===== config.mk =====
export PLATFORM = sky130hd
export DESIGN_NAME = tv_channel_ctrl
export DESIGN_NICKNAME = d
export VERILOG_FILES = /design/src/rtl/tv_remote_pkg.sv /design/src/rtl/btn_debounce.sv /design/src/rtl/tv_channel_ctrl.sv
export SDC_FILE = /design/constraint.sdc
export NUM_CORES = 1
export LEC_CHECK = 0
export ABC_AREA = 0
export CAP_MARGIN = 5
export CORE_MARGIN = 2
export CORE_UTILIZATION = 50
export DETAILED_ROUTE_END_ITERATION = 16
export GPL_ROUTABILITY_DRIVEN = 0
export PLACE_DENSITY_LB_ADDON = 0.08
export SLEW_MARGIN = 20
export SYNTH_ARGS = -nofsm -noshare
export SYNTH_HDL_FRONTEND = slang
export SYNTH_SLANG_ARGS = --single-unit

===== constraint.sdc =====
create_clock -name clk -period 5.8 [get_ports clk]
set_clock_uncertainty 0.05 [all_clocks]
set_input_delay 1.16 -clock clk [delete_from_list [all_inputs] [get_ports clk]]
set_output_delay 1.16 -clock clk [all_outputs]
set_load 0.02 [all_outputs]

===== src/rtl/tv_remote_pkg.sv =====
// Shared types and helpers for the TV remote-control design.
// Holds the auto-repeat state encoding and channel stepping.
package tv_remote_pkg;

  typedef enum logic [1:0] {
    IDLE,
    HOLD,
    REPEAT
  } rpt_e;

  // dir=1 steps up, dir=0 steps down; saturated ends return cur
  function automatic int next_ch(
    input int   cur,
    input logic dir,
    input int   n,
    input bit   wrap
  );
    if (dir) begin
      if (cur == n - 1) return wrap ? 0 : cur;
      return cur + 1;
    end
    if (cur == 0) return wrap ? n - 1 : cur;
    return cur - 1;
  endfunction

endpackage


===== src/rtl/btn_debounce.sv =====
// Push-button synchroniser and debouncer.
// Emits a one-cycle rise pulse when the debounced level goes high.
module btn_debounce #(
  parameter int DEBOUNCE_CYC = 5000
) (
  input  logic clk,
  input  logic rst,
  input  logic din,
  output logic level,
  output logic rise
);

  localparam int CW = $clog2(DEBOUNCE_CYC + 1);

  logic          s1;
  logic          s2;
  logic          armed;
  logic [CW-1:0] cnt;
  logic          flip;

  assign flip = (s2 != level)
             && (cnt == CW'(DEBOUNCE_CYC - 1));

  // Synchroniser resets to "pressed" so a button held across
  // reset must be seen released (armed) before it can act.
  always_ff @(posedge clk or posedge rst) begin
    if (rst) begin
      s1    <= 1'b1;
      s2    <= 1'b1;
      armed <= 1'b0;
      level <= 1'b0;
      cnt   <= '0;
      rise  <= 1'b0;
    end else begin
      s1    <= din;
      s2    <= s1;
      armed <= armed | ~s2;
      rise  <= flip & s2 & armed;
      if (s2 == level) begin
        cnt <= '0;
      end else if (flip) begin
        cnt   <= '0;
        level <= s2;
      end else begin
        cnt <= cnt + CW'(1);
      end
    end
  end

endmodule


===== src/rtl/tv_channel_ctrl.sv =====
// TV-remote channel selector: debounced up/down/recall buttons,
// long-press auto-repeat, wrap or saturate, last-channel recall.
module tv_channel_ctrl #(
  parameter int NUM_CH       = 5,
  parameter int CH_W         = 4,
  parameter int DEBOUNCE_CYC = 5000,
  parameter int HOLD_CYC     = 50000,
  parameter int REPEAT_CYC   = 20000,
  parameter int WRAP         = 1
) (
  input  logic              clk,
  input  logic              rst,
  input  logic              up,
  input  logic              down,
  input  logic              recall,
  output logic [CH_W-1:0]   ch,
  output logic [NUM_CH-1:0] led,
  output logic              changed
);

  import tv_remote_pkg::*;

  localparam int RMAX = (HOLD_CYC > REPEAT_CYC)
                      ? HOLD_CYC : REPEAT_CYC;
  localparam int RW   = $clog2(RMAX + 1);
  localparam bit WR   = (WRAP != 0);

  logic [2:0] raw;
  logic [2:0] lvl;
  logic [2:0] rse;

  assign raw = {recall, down, up};

  for (genvar g = 0; g < 3; g++) begin : g_btn
    btn_debounce #(
      .DEBOUNCE_CYC (DEBOUNCE_CYC)
    ) u_db (
      .clk   (clk),
      .rst   (rst),
      .din   (raw[g]),
      .level (lvl[g]),
      .rise  (rse[g])
    );
  end

  logic unused_lvl;
  assign unused_lvl = lvl[2];

  // Index 0 = up, 1 = down
  rpt_e          st_q  [2];
  rpt_e          st_d  [2];
  logic [RW-1:0] cnt_q [2];
  logic [RW-1:0] cnt_d [2];
  logic [1:0]    step;

  always_ff @(posedge clk or posedge rst) begin
    if (rst) begin
      st_q  <= '{IDLE, IDLE};
      cnt_q <= '{default: '0};
    end else begin
      st_q  <= st_d;
      cnt_q <= cnt_d;
    end
  end

  always_comb begin
    for (int i = 0; i < 2; i++) begin
      st_d[i]  = st_q[i];
      cnt_d[i] = '0;
      step[i]  = 1'b0;
      case (st_q[i])
        IDLE: begin
          if (rse[i]) begin
            st_d[i] = HOLD;
            step[i] = 1'b1;
          end
        end
        HOLD: begin
          if (!lvl[i]) begin
            st_d[i] = IDLE;
          end else if (cnt_q[i] == RW'(HOLD_CYC - 1)) begin
            st_d[i] = REPEAT;
            step[i] = 1'b1;
          end else begin
            cnt_d[i] = cnt_q[i] + RW'(1);
          end
        end
        REPEAT: begin
          if (!lvl[i]) begin
            st_d[i] = IDLE;
          end else if (cnt_q[i] == RW'(REPEAT_CYC - 1)) begin
            step[i] = 1'b1;
          end else begin
            cnt_d[i] = cnt_q[i] + RW'(1);
          end
        end
        default: st_d[i] = IDLE;
      endcase
    end
  end

  logic              up_ev;
  logic              dn_ev;
  logic              rc_ev;
  logic [CH_W-1:0]   prev_ch;
  logic [CH_W-1:0]   tgt;
  logic [CH_W-1:0]   ch_d;
  logic [CH_W-1:0]   prev_d;
  logic [NUM_CH-1:0] led_d;
  logic              chg;

  assign up_ev = step[0];
  assign dn_ev = step[1];
  assign rc_ev = rse[2];

  // Recall is a swap, so every accepted event is "go to tgt"
  always_comb begin
    tgt = ch;
    unique case (1'b1)
      rc_ev:
        tgt = prev_ch;
      !rc_ev && up_ev && !dn_ev:
        tgt = CH_W'(next_ch(int'(ch), 1'b1, NUM_CH, WR));
      !rc_ev && dn_ev && !up_ev:
        tgt = CH_W'(next_ch(int'(ch), 1'b0, NUM_CH, WR));
      default:
        tgt = ch;
    endcase
    ch_d   = ch;
    prev_d = prev_ch;
    chg    = 1'b0;
    if (tgt != ch) begin
      ch_d   = tgt;
      prev_d = ch;
      chg    = 1'b1;
    end
    for (int i = 0; i < NUM_CH; i++) begin
      led_d[i] = (ch_d == CH_W'(i));
    end
  end

  always_ff @(posedge clk or posedge rst) begin
    if (rst) begin
      ch      <= '0;
      prev_ch <= '0;
      led     <= NUM_CH'(1);
      changed <= 1'b0;
    end else begin
      ch      <= ch_d;
      prev_ch <= prev_d;
      led     <= led_d;
      changed <= chg;
    end
  end

endmodule


==> metrics.txt, run 1 <==
# TYPE chip_impl_metric gauge
chip_impl_info{name="rsz0062_at_grt",value="no"} 1
chip_impl_metric{name="mappedNetlistArea",unit="µm²"} 5186
chip_impl_metric{name="grt_pass1_vias",unit=""} 3695
chip_impl_info{name="path_class",value="flop to flop"} 1
chip_impl_metric{name="setup_violations",unit=""} 0
chip_impl_metric{name="post-route-drc-count",unit=""} 0
chip_impl_metric{name="synth_async_sr_flop_share",unit="%"} 100.0
chip_impl_metric{name="drt_wl_total",unit="µm"} 9082
chip_impl_metric{name="synth_fp_nets",unit=""} 546
chip_impl_metric{name="postSynthRegisterBits",unit=""} 104
chip_impl_metric{name="critical_path_s_largest_stage_delay",unit="ns"} 0.68
chip_impl_metric{name="cts.reportedPaths.clkPinSlew",unit="ns"} 0.10
chip_impl_metric{name="post_drt_via_cell_ratio",unit=""} 5.369
chip_impl_metric{name="worstPathBufferInverterCount",unit=""} 1
chip_impl_metric{name="reg2reg_slack",unit="ns"} 2.43
chip_impl_metric{name="finalCritPeriodShare",unit="%"} 58.08
chip_impl_metric{name="synth_cell_types",unit=""} 54
chip_impl_metric{name="post_route_cells_drive_above_1_share",unit="%"} 7.495
chip_impl_metric{name="tightestPinTransition",unit="ns"} 0.8033
chip_impl_metric{name="worst-path-max-fanout",unit=""} 7
chip_impl_metric{name="hpwl",unit="µm"} 6222
chip_impl_metric{name="grt_use_total",unit="%"} 18.37
chip_impl_metric{name="grt_first_pass_wirelength",unit="µm"} 16620
chip_impl_info{name="synth_top_area_cells",value="sky130_fd_sc_hd__dfrtp_1 47%, sky130_fd_sc_hd__nor2_1 6.7%, sky130_fd_sc_hd__xor2_1 6.1%, sky130_fd_sc_hd__xnor2_1 4.4%, sky130_fd_sc_hd__ha_1 3.6%"} 1
chip_impl_metric{name="design.final.nets",unit=""} 562
chip_impl_metric{name="std_cell_rows",unit=""} 37
chip_impl_metric{name="worstSkewPairLatency",unit="ns"} 0.38
chip_impl_metric{name="depth_of_the_worst_register_to_register_path",unit=""} 11
chip_impl_info{name="clock_tree_from_tritoncts",value="done"} 1
chip_impl_metric{name="timing_max_transition_violations_final",unit=""} 0
chip_impl_metric{name="synth_largest_type_area_fraction",unit="%"} 46.80
chip_impl_info{name="slowest_stage_cell_cp",value="sky130_fd_sc_hd__a211oi_1"} 1
chip_impl_metric{name="layout.core_utilization",unit="%"} 55.72
chip_impl_metric{name="finalCriticalPeriod",unit="ns"} 3.369
chip_impl_info{name="most-common-layout-cells",value="97 x sky130_fd_sc_hd__dfrtp_1, 92 x sky130_fd_sc_hd__nor2_1, 45 x sky130_fd_sc_hd__nand2_1"} 1
chip_impl_metric{name="core_region_area",unit="µm²"} 10180
chip_impl_metric{name="synth-seq-area-share",unit="%"} 50.35
chip_impl_metric{name="cts_resized",unit=""} 0
chip_impl_metric{name="synth_enable_flop_cells",unit=""} 0
chip_impl_metric{name="detail_route.iter0.violations",unit=""} 151
chip_impl_metric{name="max_slew_margin",unit="%"} 46.45
chip_impl_metric{name="ys.warnings.count",unit=""} 0
chip_impl_metric{name="powerDensity",unit="nW/µm²"} 219.6
chip_impl_info{name="postSynth.topFlopCell",value="sky130_fd_sc_hd__dfrtp_1"} 1
chip_impl_metric{name="final_critical_path_setup_slack",unit="ns"} 2.431
chip_impl_info{name="start_kind",value="flop"} 1
chip_impl_metric{name="floorplan.die.height",unit="µm"} 105.8
chip_impl_metric{name="ctsHoldBuffers",unit=""} 0
chip_impl_metric{name="syn_avg_cell_area",unit="µm²"} 9.860
chip_impl_info{name="outcome",value="finished, final reports clean"} 1
chip_impl_info{name="end_kind",value="flop"} 1
chip_impl_metric{name="detail_route.first_pass.iterations",unit=""} 4
chip_impl_info{name="worst_r2r_src",value="st_q[2]$_DFFE_PP0P_"} 1
chip_impl_info{name="critical_path.top_delay_family",value="compound AO/OA/AOI/OAI gates"} 1
chip_impl_metric{name="grt_antenna_before_repair",unit=""} 0
chip_impl_info{name="crit_path_start",value="st_q[2]$_DFFE_PP0P_"} 1
chip_impl_info{name="yosys.area.top_type",value="sky130_fd_sc_hd__dfrtp_1"} 1
chip_impl_info{name="final_common_cell",value="sky130_fd_sc_hd__dfrtp_1"} 1
chip_impl_metric{name="timing.max_cap.violations",unit=""} 0
chip_impl_metric{name="portBuffers",unit=""} 14
chip_impl_metric{name="critPathRequiredTime",unit="ns"} 6.01
chip_impl_metric{name="synthCells",unit=""} 526
chip_impl_metric{name="largest_net_degree_at_the_start_of_global_routing",unit=""} 70
chip_impl_metric{name="area_growth_from_synthesis_to_final_layout",unit="%"} 9.433
chip_impl_metric{name="report.final.hold_viol_count",unit=""} 0
chip_impl_metric{name="start_util",unit="%"} 50.92
chip_impl_metric{name="ir_worst_vdd",unit="mV"} 0.1944
chip_impl_metric{name="cp_num_cells",unit=""} 11
chip_impl_metric{name="diodes",unit=""} 0
chip_impl_metric{name="htree_num_levels",unit=""} 3
chip_impl_metric{name="drt.antenna.violating_nets",unit=""} 0
chip_impl_metric{name="dieArea",unit="µm²"} 11200
chip_impl_info{name="regToRegEndpoint",value="prev_ch[1]$_DFFE_PP0N_"} 1
chip_impl_metric{name="data_arrival_critical_path",unit="ns"} 3.58
chip_impl_metric{name="via_count",unit=""} 3667
chip_impl_info{name="worst_setup_path_endpoint",value="prev_ch[1]$_DFFE_PP0N_"} 1
chip_impl_metric{name="floorplan.io_pins",unit=""} 15
chip_impl_metric{name="report.power.total",unit="W"} 0.001246
chip_impl_metric{name="deepest_clock_path_buffer_count",unit=""} 2
chip_impl_info{name="hold_path.class",value="flop to flop"} 1
chip_impl_info{name="cts-root-buf",value="sky130_fd_sc_hd__clkbuf_8"} 1
chip_impl_metric{name="cts_sinks",unit=""} 104
chip_impl_metric{name="numCtsBuffers",unit=""} 9
chip_impl_info{name="crit_path_cell_trace",value="inv_1 -> ha_1 -> nand2_1 -> or3_1 -> o22a_2 -> a211oi_1 -> a211o_2 -> o2111ai_1 -> o21a_1 -> a31oi_4 -> mux2_4"} 1
chip_impl_metric{name="place_worst_setup_slack",unit="ns"} 2.474
chip_impl_metric{name="number_of_setup_buffers_added_after_cts",unit=""} 0
chip_impl_metric{name="fin_tns_setup",unit="ns"} 0
chip_impl_metric{name="gr-total-overflow",unit=""} 0
chip_impl_metric{name="p_leak",unit="nW"} 2.399
chip_impl_metric{name="die_x",unit="µm"} 105.8
chip_impl_metric{name="fmax",unit="GHz"} 0.2969
chip_impl_metric{name="avgRoutedWirePerCell",unit="µm"} 13.30
==> through the flow <==
stage / instances / hold WS, ns / instance area (µm²)
final: 683 / 0.3052 / 5675
after global routing: 683 / 0.3083 / 5675
after CTS: 683 / 0.3080 / 5675
after detailed placement: 667 / 0.2968 / 5460
after global placement: 667 / 0.2968 / 5460
after floorplan: 526 / 0.2952 / 5186
==> layout make-up <==
type	count	area [µm²]
Clock buffer	11	151.4
Clock inverter	5	63.81
Fill cell	916	4509
Inverter	25	96.34
Multi-Input combinational cell	387	2435
Sequential cell	104	2611
Tap cell	136	170.2
Timing Repair Buffer	15	147.6
==> worst min-delay path by stage <==
stage	from	endpoint	cells after the start
2_1_floorplan	g_btn[0].u_db.s1$_DFF_PP1_	g_btn[0].u_db.s2$_DFF_PP1_	0
3_3_place_gp	g_btn[0].u_db.s1$_DFF_PP1_	g_btn[0].u_db.s2$_DFF_PP1_	0
3_5_place_dp	g_btn[0].u_db.s1$_DFF_PP1_	g_btn[0].u_db.s2$_DFF_PP1_	0
4_1_cts	g_btn[2].u_db.s1$_DFF_PP1_	g_btn[2].u_db.s2$_DFF_PP1_	0
5_1_grt	g_btn[0].u_db.s1$_DFF_PP1_	g_btn[0].u_db.s2$_DFF_PP1_	0
6_report	g_btn[0].u_db.s1$_DFF_PP1_	g_btn[0].u_db.s2$_DFF_PP1_	0
==> registers in the layout, summed over array words and instances (netlist names) <==
signal            flops
g_btn.u_db.rise       3
st_q                  4
g_btn.u_db.s1         3
changed               1
g_btn.u_db.s2         3
led                   5
g_btn.u_db.level      3
g_btn.u_db.cnt       39
g_btn.u_db.armed      3
ch                    4
prev_ch               4
cnt_q                32
==> power breakdown <==
| group | total, W | switching [W] | internal (W) |
|---|---|---|---|
| logic | 0.0000309 | 0.0000221 | 0.00000873 |
| registers | 0.000739 | 0.00000586 | 0.000733 |
| clock network | 0.000476 | 0.000249 | 0.000227 |
==> per-layer routing <==
| layer | GRT usage, % | share of wire (%) | vias up | wire [µm] |
|---|---|---|---|---|
| li1 | - | - | 1828 | - |
| met1 | 23.59 | 48 | 1775 | 4342 |
| met2 | 29.91 | 47 | 52 | 4291 |
| met3 | 5.318 | 3.6 | 12 | 331 |
| met4 | 6.203 | 1.3 | 0 | 116 |
| met5 | 0 | 0 | - | 0 |
==> cell families (layout without fill, tap and decap cells) <==
group	after synthesis	in the layout	synth area share, %
AND/OR/NAND/NOR	243	243	22.99
multiplexers	8	8	1.809
flip-flops	104	104	50.35
buffers and inverters	35	56	2.702
adder cells (fa/ha/maj)	15	15	3.619
AO/OA/AOI/OAI	59	59	8.058
XOR/XNOR	62	62	10.47
==> synthesized netlist by cell type (2+ instances only) <==
master and number:
sky130_fd_sc_hd__nand4_1 13, sky130_fd_sc_hd__nand3_1 26, sky130_fd_sc_hd__mux2_2 3, sky130_fd_sc_hd__xor2_1 36, sky130_fd_sc_hd__a21o_1 3, sky130_fd_sc_hd__or3_1 7
sky130_fd_sc_hd__clkbuf_1 8, sky130_fd_sc_hd__o311ai_0 2, sky130_fd_sc_hd__nand2_1 45, sky130_fd_sc_hd__nor4b_1 6, sky130_fd_sc_hd__a221oi_1 2, sky130_fd_sc_hd__or2_2 4
sky130_fd_sc_hd__a211oi_1 3, sky130_fd_sc_hd__and2_1 4, sky130_fd_sc_hd__dfrtp_1 97, sky130_fd_sc_hd__or4_1 3, sky130_fd_sc_hd__and3_1 13, sky130_fd_sc_hd__ha_1 15
sky130_fd_sc_hd__nor3_1 11, sky130_fd_sc_hd__mux2i_1 3, sky130_fd_sc_hd__dfstp_2 7, sky130_fd_sc_hd__nand2b_1 4, sky130_fd_sc_hd__a21oi_1 14, sky130_fd_sc_hd__nor4bb_1 2
sky130_fd_sc_hd__o22ai_1 3, sky130_fd_sc_hd__inv_1 25, sky130_fd_sc_hd__a2111oi_0 2, sky130_fd_sc_hd__o31ai_1 3, sky130_fd_sc_hd__o21ai_0 16, sky130_fd_sc_hd__nor2_1 92
sky130_fd_sc_hd__nor4_1 2, sky130_fd_sc_hd__mux2_4 2, sky130_fd_sc_hd__xnor2_1 26, sky130_fd_sc_hd__nand3b_1 2, sky130_fd_sc_hd__nand4b_1 3
No activity file was read; power rests on OpenSTA's default activity.
==> run 2, diff against run 1 <==
==> constraint.sdc (replaced) <==
create_clock -name clk -period 2.7 [get_ports clk]
set_clock_uncertainty 0.05 [all_clocks]
set_input_delay 0.54 -clock clk [delete_from_list [all_inputs] [get_ports clk]]
set_output_delay 0.54 -clock clk [all_outputs]
set_load 0.02 [all_outputs]
==> run 2 against run 1 <==
  * The run now ends with setup timing left
  * Design area rose by 17%
  * Critical endpoint is now prev_ch[3]$_DFFE_PP0N_
  * Final cell count rose by 12%
  * Register-to-register slack got worse by 2.9 ns
==> metrics.txt, run 2 (synthesized netlist as in run 1, its figures left out) <==
# TYPE chip_impl_metric gauge
chip_impl_metric{name="place_worst_setup_slack",unit="ns"} -0.5328
chip_impl_info{name="final_common_cell",value="sky130_fd_sc_hd__dfrtp_1"} 1
chip_impl_metric{name="worstSkewPairLatency",unit="ns"} 0.39
chip_impl_metric{name="largest_reg_flops",unit=""} 39
chip_impl_metric{name="grt_antenna_before_repair",unit=""} 0
chip_impl_metric{name="finish.cell_count_without_fillers",unit=""} 763
chip_impl_metric{name="floorplan.die.height",unit="µm"} 105.8
chip_impl_metric{name="worst-path-max-fanout",unit=""} 5
chip_impl_metric{name="final_critical_path_setup_slack",unit="ns"} -0.4314
chip_impl_metric{name="drt_wl_total",unit="µm"} 10310
chip_impl_metric{name="ctsHoldBuffers",unit=""} 0
chip_impl_metric{name="core_region_area",unit="µm²"} 10180
chip_impl_info{name="cts-root-buf",value="sky130_fd_sc_hd__clkbuf_8"} 1
chip_impl_info{name="hold_path.class",value="flop to flop"} 1
chip_impl_metric{name="tightestPinTransition",unit="ns"} 0.4815
chip_impl_metric{name="fill_cells",unit=""} 817
chip_impl_metric{name="numCtsBuffers",unit=""} 9
chip_impl_info{name="clock_tree_from_tritoncts",value="done"} 1
chip_impl_info{name="most-common-layout-cells",value="97 x sky130_fd_sc_hd__dfrtp_1, 87 x sky130_fd_sc_hd__nor2_1, 71 x sky130_fd_sc_hd__buf_4"} 1
chip_impl_metric{name="design.final.nets",unit=""} 642
chip_impl_metric{name="data_arrival_critical_path",unit="ns"} 3.35
chip_impl_metric{name="grt_first_pass_wirelength",unit="µm"} 18020
chip_impl_info{name="reg.largest.list",value="g_btn.u_db.cnt x39, cnt_q x32, led x5"} 1
chip_impl_metric{name="max_slew_margin",unit="%"} 67.07
chip_impl_info{name="outcome",value="finished with violations"} 1
chip_impl_metric{name="floorplan.io_pins",unit=""} 15
chip_impl_metric{name="start_util",unit="%"} 50.92
chip_impl_metric{name="cts_sinks",unit=""} 104
chip_impl_metric{name="finalCriticalPeriod",unit="ns"} 3.131
chip_impl_metric{name="fmax",unit="GHz"} 0.3193
chip_impl_metric{name="gr-total-overflow",unit=""} 0
chip_impl_metric{name="dieArea",unit="µm²"} 11200
chip_impl_metric{name="cells_after_dpl",unit=""} 735
chip_impl_metric{name="detail_route.first_pass.iterations",unit=""} 4
chip_impl_info{name="start_kind",value="flop"} 1
chip_impl_metric{name="std_cell_rows",unit=""} 37
chip_impl_metric{name="setup_violations",unit=""} 14
chip_impl_metric{name="powerDensity",unit="nW/µm²"} 416.0
chip_impl_metric{name="critPathRequiredTime",unit="ns"} 2.92
chip_impl_metric{name="largest_net_degree_at_the_start_of_global_routing",unit=""} 45
chip_impl_metric{name="detail_route.iter0.violations",unit=""} 111
chip_impl_info{name="failing_checks",value="setup timing"} 1
chip_impl_metric{name="portBuffers",unit=""} 14
chip_impl_metric{name="report.power.total",unit="W"} 0.002762
chip_impl_metric{name="cts.reportedPaths.clkPinSlew",unit="ns"} 0.11
chip_impl_metric{name="post_route_cells_drive_above_1_share",unit="%"} 25.52
chip_impl_metric{name="post-route-drc-count",unit=""} 0
chip_impl_metric{name="grt_pass1_vias",unit=""} 3978
chip_impl_metric{name="ir_worst_vdd",unit="mV"} 0.4388
chip_impl_metric{name="area_growth_from_synthesis_to_final_layout",unit="%"} 28.03
chip_impl_metric{name="fin_tns_setup",unit="ns"} -3.547
chip_impl_metric{name="finalCritPeriodShare",unit="%"} 116.0
chip_impl_metric{name="via_count",unit=""} 3997
chip_impl_info{name="rsz0062_at_grt",value="yes"} 1
chip_impl_metric{name="layout.core_utilization",unit="%"} 65.20
chip_impl_metric{name="report.final.hold_viol_count",unit=""} 0
chip_impl_metric{name="drt.antenna.violating_nets",unit=""} 0
chip_impl_info{name="end_kind",value="flop"} 1
chip_impl_metric{name="post_drt_via_cell_ratio",unit=""} 5.239
chip_impl_metric{name="grt_use_total",unit="%"} 20.00
chip_impl_metric{name="htree_num_levels",unit=""} 3
chip_impl_metric{name="diodes",unit=""} 0
chip_impl_metric{name="p_leak",unit="nW"} 2.859
chip_impl_metric{name="timing.max_cap.violations",unit=""} 0
chip_impl_metric{name="die_x",unit="µm"} 105.8
chip_impl_metric{name="timing_max_transition_violations_final",unit=""} 0
chip_impl_metric{name="deepest_clock_path_buffer_count",unit=""} 2
chip_impl_info{name="register_ranked_first_by_flip_flop_count",value="g_btn.u_db.cnt"} 1
chip_impl_metric{name="hpwl",unit="µm"} 7066
chip_impl_info{name="path_class",value="flop to flop"} 1
chip_impl_metric{name="avgRoutedWirePerCell",unit="µm"} 13.51
==> run 2: changes by cell type in the layout (fill, tap and decap cells not counted), moves of 3 or more <==
| cell | previous run | this run |
|---|---|---|
| sky130_fd_sc_hd__a211oi_1 | 3 | 0 |
| sky130_fd_sc_hd__a21oi_1 | 14 | 11 |
| sky130_fd_sc_hd__buf_12 | 0 | 3 |
| sky130_fd_sc_hd__buf_4 | 1 | 71 |
| sky130_fd_sc_hd__buf_6 | 0 | 7 |
| sky130_fd_sc_hd__inv_1 | 24 | 21 |
| sky130_fd_sc_hd__inv_6 | 0 | 3 |
| sky130_fd_sc_hd__nor2_1 | 92 | 87 |
| sky130_fd_sc_hd__nor2_2 | 0 | 3 |
| sky130_fd_sc_hd__nor3_1 | 11 | 8 |
| sky130_fd_sc_hd__nor3_2 | 0 | 3 |
| sky130_fd_sc_hd__o21ai_0 | 16 | 11 |
==> run 2: area by class of cell <==
cell class / count / area (µm²) / area share (%)
multi-input cells: 387 / 2715 / 40.89
inverters: 25 / 102.6 / 1.545
flip-flops and latches: 104 / 2611 / 39.33
clock inverters: 6 / 101.3 / 1.526
well taps: 136 / 170.2 / 2.563
clock buffers: 10 / 127.6 / 1.922
repair buffers: 95 / 812.0 / 12.23
==> run 2: power by group <==
part           internal, W  switching (W)  total [W]
combinational    0.0000246      0.0000488  0.0000734
clock             0.000537       0.000565    0.00110
sequential         0.00158      0.0000122    0.00159
total              0.00214       0.000626    0.00276
==> run 2: worst paths after layout <==
check                                           start                              to  slack, ns  depth (start not counted)
setup / recovery                   cnt_q[0]$_DFF_PP0_          prev_ch[3]$_DFFE_PP0N_      -0.43                         11
hold / removal             g_btn[0].u_db.s1$_DFF_PP1_      g_btn[0].u_db.s2$_DFF_PP1_       0.31                          0
setup reg to reg                   cnt_q[0]$_DFF_PP0_          prev_ch[3]$_DFFE_PP0N_      -0.43                         11
hold reg to reg            g_btn[0].u_db.s1$_DFF_PP1_      g_btn[0].u_db.s2$_DFF_PP1_       0.31                          0
max in group asynchronous                         rst      g_btn[0].u_db.s2$_DFF_PP1_       1.56                          3
min in group asynchronous                         rst  g_btn[2].u_db.cnt[2]$_DFF_PP0_       0.44                          2
==> run 2: worst max-delay path, stage by stage, from the launching register on <==
cell                        delay (ns)
sky130_fd_sc_hd__dfrtp_1          0.41
sky130_fd_sc_hd__ha_4             0.16
sky130_fd_sc_hd__nand4_1          0.13
sky130_fd_sc_hd__or4_4            0.52
sky130_fd_sc_hd__a2111oi_4        0.34
sky130_fd_sc_hd__buf_4            0.20
sky130_fd_sc_hd__or2_4            0.14
sky130_fd_sc_hd__and3_4           0.21
sky130_fd_sc_hd__o31ai_4          0.06
sky130_fd_sc_hd__o21a_1           0.22
sky130_fd_sc_hd__a31oi_4          0.25
sky130_fd_sc_hd__mux2_4           0.32
==> run 2: through the flow <==
step	hold slack [ns]	cell area, µm²
after floorplan	0.2952	5207
after global placement	0.2953	6015
after detailed placement	0.2976	6015
after CTS	0.3124	6513
after global routing	0.3164	6640
final	0.3109	6640
==> run 2: timing repair <==
action	in CTS	in global routing
buffers inserted	7	7
setup endpoints to repair	14	14
cloned	0	0
gates resized for setup	49	16
pin swaps	16	18
==> run 2: per-layer routing <==
metal	up-vias	global-route usage, %	share of wire [%]
met4	0	6.767	1.7
met1	1948	25.71	46
li1	1988	-	-
met5	-	0	0
met3	16	5.504	3.1
met2	45	32.72	49
==> run 3, diff against run 2 <==
--- a/config.mk
+++ b/config.mk
@@ -6,9 +6,9 @@
 export NUM_CORES = 1
 export LEC_CHECK = 0
 export ABC_AREA = 0
-export CAP_MARGIN = 5
 export CORE_MARGIN = 2
 export CORE_UTILIZATION = 50
+export CTS_BUF_LIST = sky130_fd_sc_hd__clkbuf_8
 export DETAILED_ROUTE_END_ITERATION = 16
 export GPL_ROUTABILITY_DRIVEN = 0
 export PLACE_DENSITY_LB_ADDON = 0.08
==> run 3 against run 2 <==
  * The run still ends with setup timing left
  * Critical endpoint unchanged
  * Design area is the same
  * Non-clock buffer count did not move
  * Fmax about the same
  * Critical path type unchanged
  * Sequential power hardly changed
  * Power fell by 0.13%
  * Final cell count did not move
  * Flip-flop and latch count stayed put
  * Critical path depth stayed put
==> metrics.txt, run 3 (synthesized netlist as in run 1, its figures left out) <==
# TYPE chip_impl_metric gauge
chip_impl_info{name="outcome",value="finished with violations"} 1
chip_impl_info{name="failing_checks",value="setup timing"} 1
chip_impl_metric{name="via_count",unit=""} 4006
chip_impl_metric{name="detail_route.iter0.violations",unit=""} 111
chip_impl_info{name="clock_tree_from_tritoncts",value="done"} 1
chip_impl_info{name="critical_path.top_delay_family",value="simple AND/OR/NAND/NOR gates"} 1
chip_impl_info{name="end_kind",value="flop"} 1
chip_impl_metric{name="dieArea",unit="µm²"} 11200
chip_impl_metric{name="hpwl",unit="µm"} 7066
chip_impl_metric{name="gr-total-overflow",unit=""} 0
chip_impl_metric{name="grt_antenna_before_repair",unit=""} 0
chip_impl_metric{name="largest_net_degree_at_the_start_of_global_routing",unit=""} 45
chip_impl_metric{name="hold_depth",unit=""} 0
chip_impl_metric{name="largest_reg_flops",unit=""} 39
chip_impl_info{name="reg.largest.list",value="g_btn.u_db.cnt x39, cnt_q x32, led x5"} 1
chip_impl_info{name="register_ranked_first_by_flip_flop_count",value="g_btn.u_db.cnt"} 1
chip_impl_info{name="final_common_cell",value="sky130_fd_sc_hd__dfrtp_1"} 1
chip_impl_metric{name="power.share.switching",unit="%"} 22.68
chip_impl_metric{name="grt_pass1_vias",unit=""} 3978
chip_impl_metric{name="finalCritPeriodShare",unit="%"} 116.0
chip_impl_info{name="most-common-layout-cells",value="97 x sky130_fd_sc_hd__dfrtp_1, 87 x sky130_fd_sc_hd__nor2_1, 71 x sky130_fd_sc_hd__buf_4"} 1
chip_impl_metric{name="finalCriticalPeriod",unit="ns"} 3.131
chip_impl_metric{name="detail_route.first_pass.iterations",unit=""} 4
chip_impl_metric{name="drt_wl_total",unit="µm"} 10310
chip_impl_metric{name="dr_wl_met3",unit="µm"} 308
chip_impl_metric{name="power_switching",unit="W"} 0.0006257
chip_impl_metric{name="fmax",unit="GHz"} 0.3193
chip_impl_metric{name="cells_after_dpl",unit=""} 735
chip_impl_metric{name="floorplan.die.height",unit="µm"} 105.8
chip_impl_metric{name="cp_num_cells",unit=""} 11
chip_impl_metric{name="avgRoutedWirePerCell",unit="µm"} 13.51
chip_impl_metric{name="die_x",unit="µm"} 105.8
chip_impl_metric{name="numCtsBuffers",unit=""} 9
chip_impl_metric{name="post_route_cells_drive_above_1_share",unit="%"} 25.52
chip_impl_metric{name="critPathRequiredTime",unit="ns"} 2.92
chip_impl_metric{name="design.final.nets",unit=""} 642
chip_impl_metric{name="floorplan.io_pins",unit=""} 15
chip_impl_info{name="hold_path.class",value="flop to flop"} 1
chip_impl_metric{name="grt_use_total",unit="%"} 20.00
chip_impl_info{name="rsz0062_at_grt",value="yes"} 1
chip_impl_metric{name="layout.core_utilization",unit="%"} 65.20
chip_impl_metric{name="timing_max_transition_violations_final",unit=""} 0
chip_impl_metric{name="ir_worst_vdd",unit="mV"} 0.4390
chip_impl_metric{name="met2RoutedLength",unit="µm"} 5044
chip_impl_metric{name="setup_violations",unit=""} 14
chip_impl_metric{name="depth_of_the_worst_register_to_register_path",unit=""} 11
chip_impl_metric{name="max_slew_margin",unit="%"} 67.13
chip_impl_metric{name="worst-path-max-fanout",unit=""} 5
chip_impl_metric{name="worstPathBufferInverterCount",unit=""} 1
chip_impl_metric{name="core_region_area",unit="µm²"} 10180
chip_impl_metric{name="ctsHoldBuffers",unit=""} 0
chip_impl_metric{name="wl_met1",unit="µm"} 4779
chip_impl_metric{name="post-route-drc-count",unit=""} 0
chip_impl_metric{name="data_arrival_critical_path",unit="ns"} 3.35
chip_impl_metric{name="tightestPinTransition",unit="ns"} 0.4807
chip_impl_metric{name="grt_first_pass_wirelength",unit="µm"} 18020
chip_impl_metric{name="timing.max_cap.violations",unit=""} 0
chip_impl_metric{name="final_critical_path_setup_slack",unit="ns"} -0.4314
chip_impl_metric{name="diodes",unit=""} 0
chip_impl_metric{name="finish.cell_count_without_fillers",unit=""} 763
chip_impl_metric{name="p_leak",unit="nW"} 2.863
chip_impl_metric{name="cts.reportedPaths.clkPinSlew",unit="ns"} 0.11
chip_impl_metric{name="cts_sinks",unit=""} 104
chip_impl_metric{name="fill_cells",unit=""} 817
chip_impl_metric{name="share_comb_of_total_power",unit="%"} 2.7
chip_impl_metric{name="htree_num_levels",unit=""} 3
chip_impl_info{name="cts-root-buf",value="sky130_fd_sc_hd__clkbuf_8"} 1
chip_impl_info{name="routed.top_layer",value="met4"} 1
chip_impl_metric{name="area_growth_from_synthesis_to_final_layout",unit="%"} 28.03
chip_impl_info{name="crit_path_cell_trace",value="ha_4 -> nand4_1 -> or4_4 -> a2111oi_4 -> buf_4 -> or2_4 -> and3_4 -> o31ai_4 -> o21a_1 -> a31oi_4 -> mux2_4"} 1
chip_impl_info{name="start_kind",value="flop"} 1
chip_impl_metric{name="start_util",unit="%"} 50.92
chip_impl_metric{name="powerDensity",unit="nW/µm²"} 415.5
chip_impl_metric{name="p_clk_share",unit="%"} 39.8
chip_impl_metric{name="multiInputGateArea",unit="µm²"} 2715
chip_impl_metric{name="critical_path_s_largest_stage_delay",unit="ns"} 0.52
chip_impl_metric{name="fin_hold_ws",unit="ns"} 0.3109
chip_impl_metric{name="portBuffers",unit=""} 14
chip_impl_info{name="slowest_stage_cell_cp",value="sky130_fd_sc_hd__or4_4"} 1
chip_impl_metric{name="seq_power_share",unit="%"} 57.6
chip_impl_metric{name="worstSkewPairLatency",unit="ns"} 0.39
chip_impl_info{name="path_class",value="flop to flop"} 1
chip_impl_metric{name="p_int",unit="W"} 0.002133
chip_impl_metric{name="deepest_clock_path_buffer_count",unit=""} 2
chip_impl_metric{name="post_drt_via_cell_ratio",unit=""} 5.250
chip_impl_metric{name="register_area",unit="µm²"} 2611
chip_impl_metric{name="report.final.hold_viol_count",unit=""} 0
chip_impl_metric{name="std_cell_rows",unit=""} 37
chip_impl_metric{name="drt.antenna.violating_nets",unit=""} 0
run 3: cell type report:
type	instances	area share, %
tap	136	2.563
multi-input combinational	387	40.89
clock buffer	9	1.865
timing repair buffer	95	12.23
sequential	104	39.33
inverter	25	1.545
clock inverter	7	1.583
run 3: power groups by stage:
stage / Sequential, W / Combinational (W) / Clock (W)
6_report: 0.00159 / 0.0000734 / 0.00110
5_1_grt: 0.00159 / 0.0000875 / 0.00118
4_1_cts: 0.00159 / 0.0000773 / 0.00113
3_5_place_dp: 0.00162 / 0.0000772 / 0
3_3_place_gp: 0.00162 / 0.0000756 / 0
2_1_floorplan: 0.00162 / 0.0000492 / 0
run 3: final timing paths:
check / slack (ns) / startpoint / to
max: -0.43 / cnt_q[0]$_DFF_PP0_ / prev_ch[3]$_DFFE_PP0N_
min: 0.31 / g_btn[0].u_db.s1$_DFF_PP1_ / g_btn[0].u_db.s2$_DFF_PP1_
max reg2reg: -0.43 / cnt_q[0]$_DFF_PP0_ / prev_ch[3]$_DFFE_PP0N_
min reg2reg: 0.31 / g_btn[0].u_db.s1$_DFF_PP1_ / g_btn[0].u_db.s2$_DFF_PP1_
max in group asynchronous: 1.56 / rst / g_btn[0].u_db.s2$_DFF_PP1_
min in group asynchronous: 0.44 / rst / g_btn[2].u_db.cnt[2]$_DFF_PP0_
run 3: per-layer routing:
metal	track usage (%)	vias to the layer above
met5	0	-
met4	6.767	0
met3	5.504	16
met2	32.72	45
met1	25.71	1956
li1	-	1989
run 3: repair_timing:
item                                    in CTS  in global routing
endpoints found under the setup margin      14                 14
setup buffers                                7                  7
gates resized for setup                     49                 16
pin swaps                                   16                 18
run 3: worst register-to-register path, delay by kind of cell (launching register included):
family                     cells  cell delay, ns
DFF                            1            0.41
muxes                          1            0.32
AOI/OAI and AO/OA              4            0.87
and+or+nand+nor                4            1.01
buffers and inverters          1            0.20
adders and majority gates      1            0.16
run 3: through the flow:
stage	power (W)	setup slack, ns	TNS (ns)	cell area, µm²
final	0.002759	-0.4314	-3.551	6640
after global routing	0.002860	-0.5326	-4.880	6640
after CTS	0.002798	-0.3794	-2.799	6513
after detailed placement	0.001695	-0.5328	-5.191	6015
after global placement	0.001693	-0.3875	-3.779	6015
after floorplan	0.001665	-0.3250	-1.778	5207
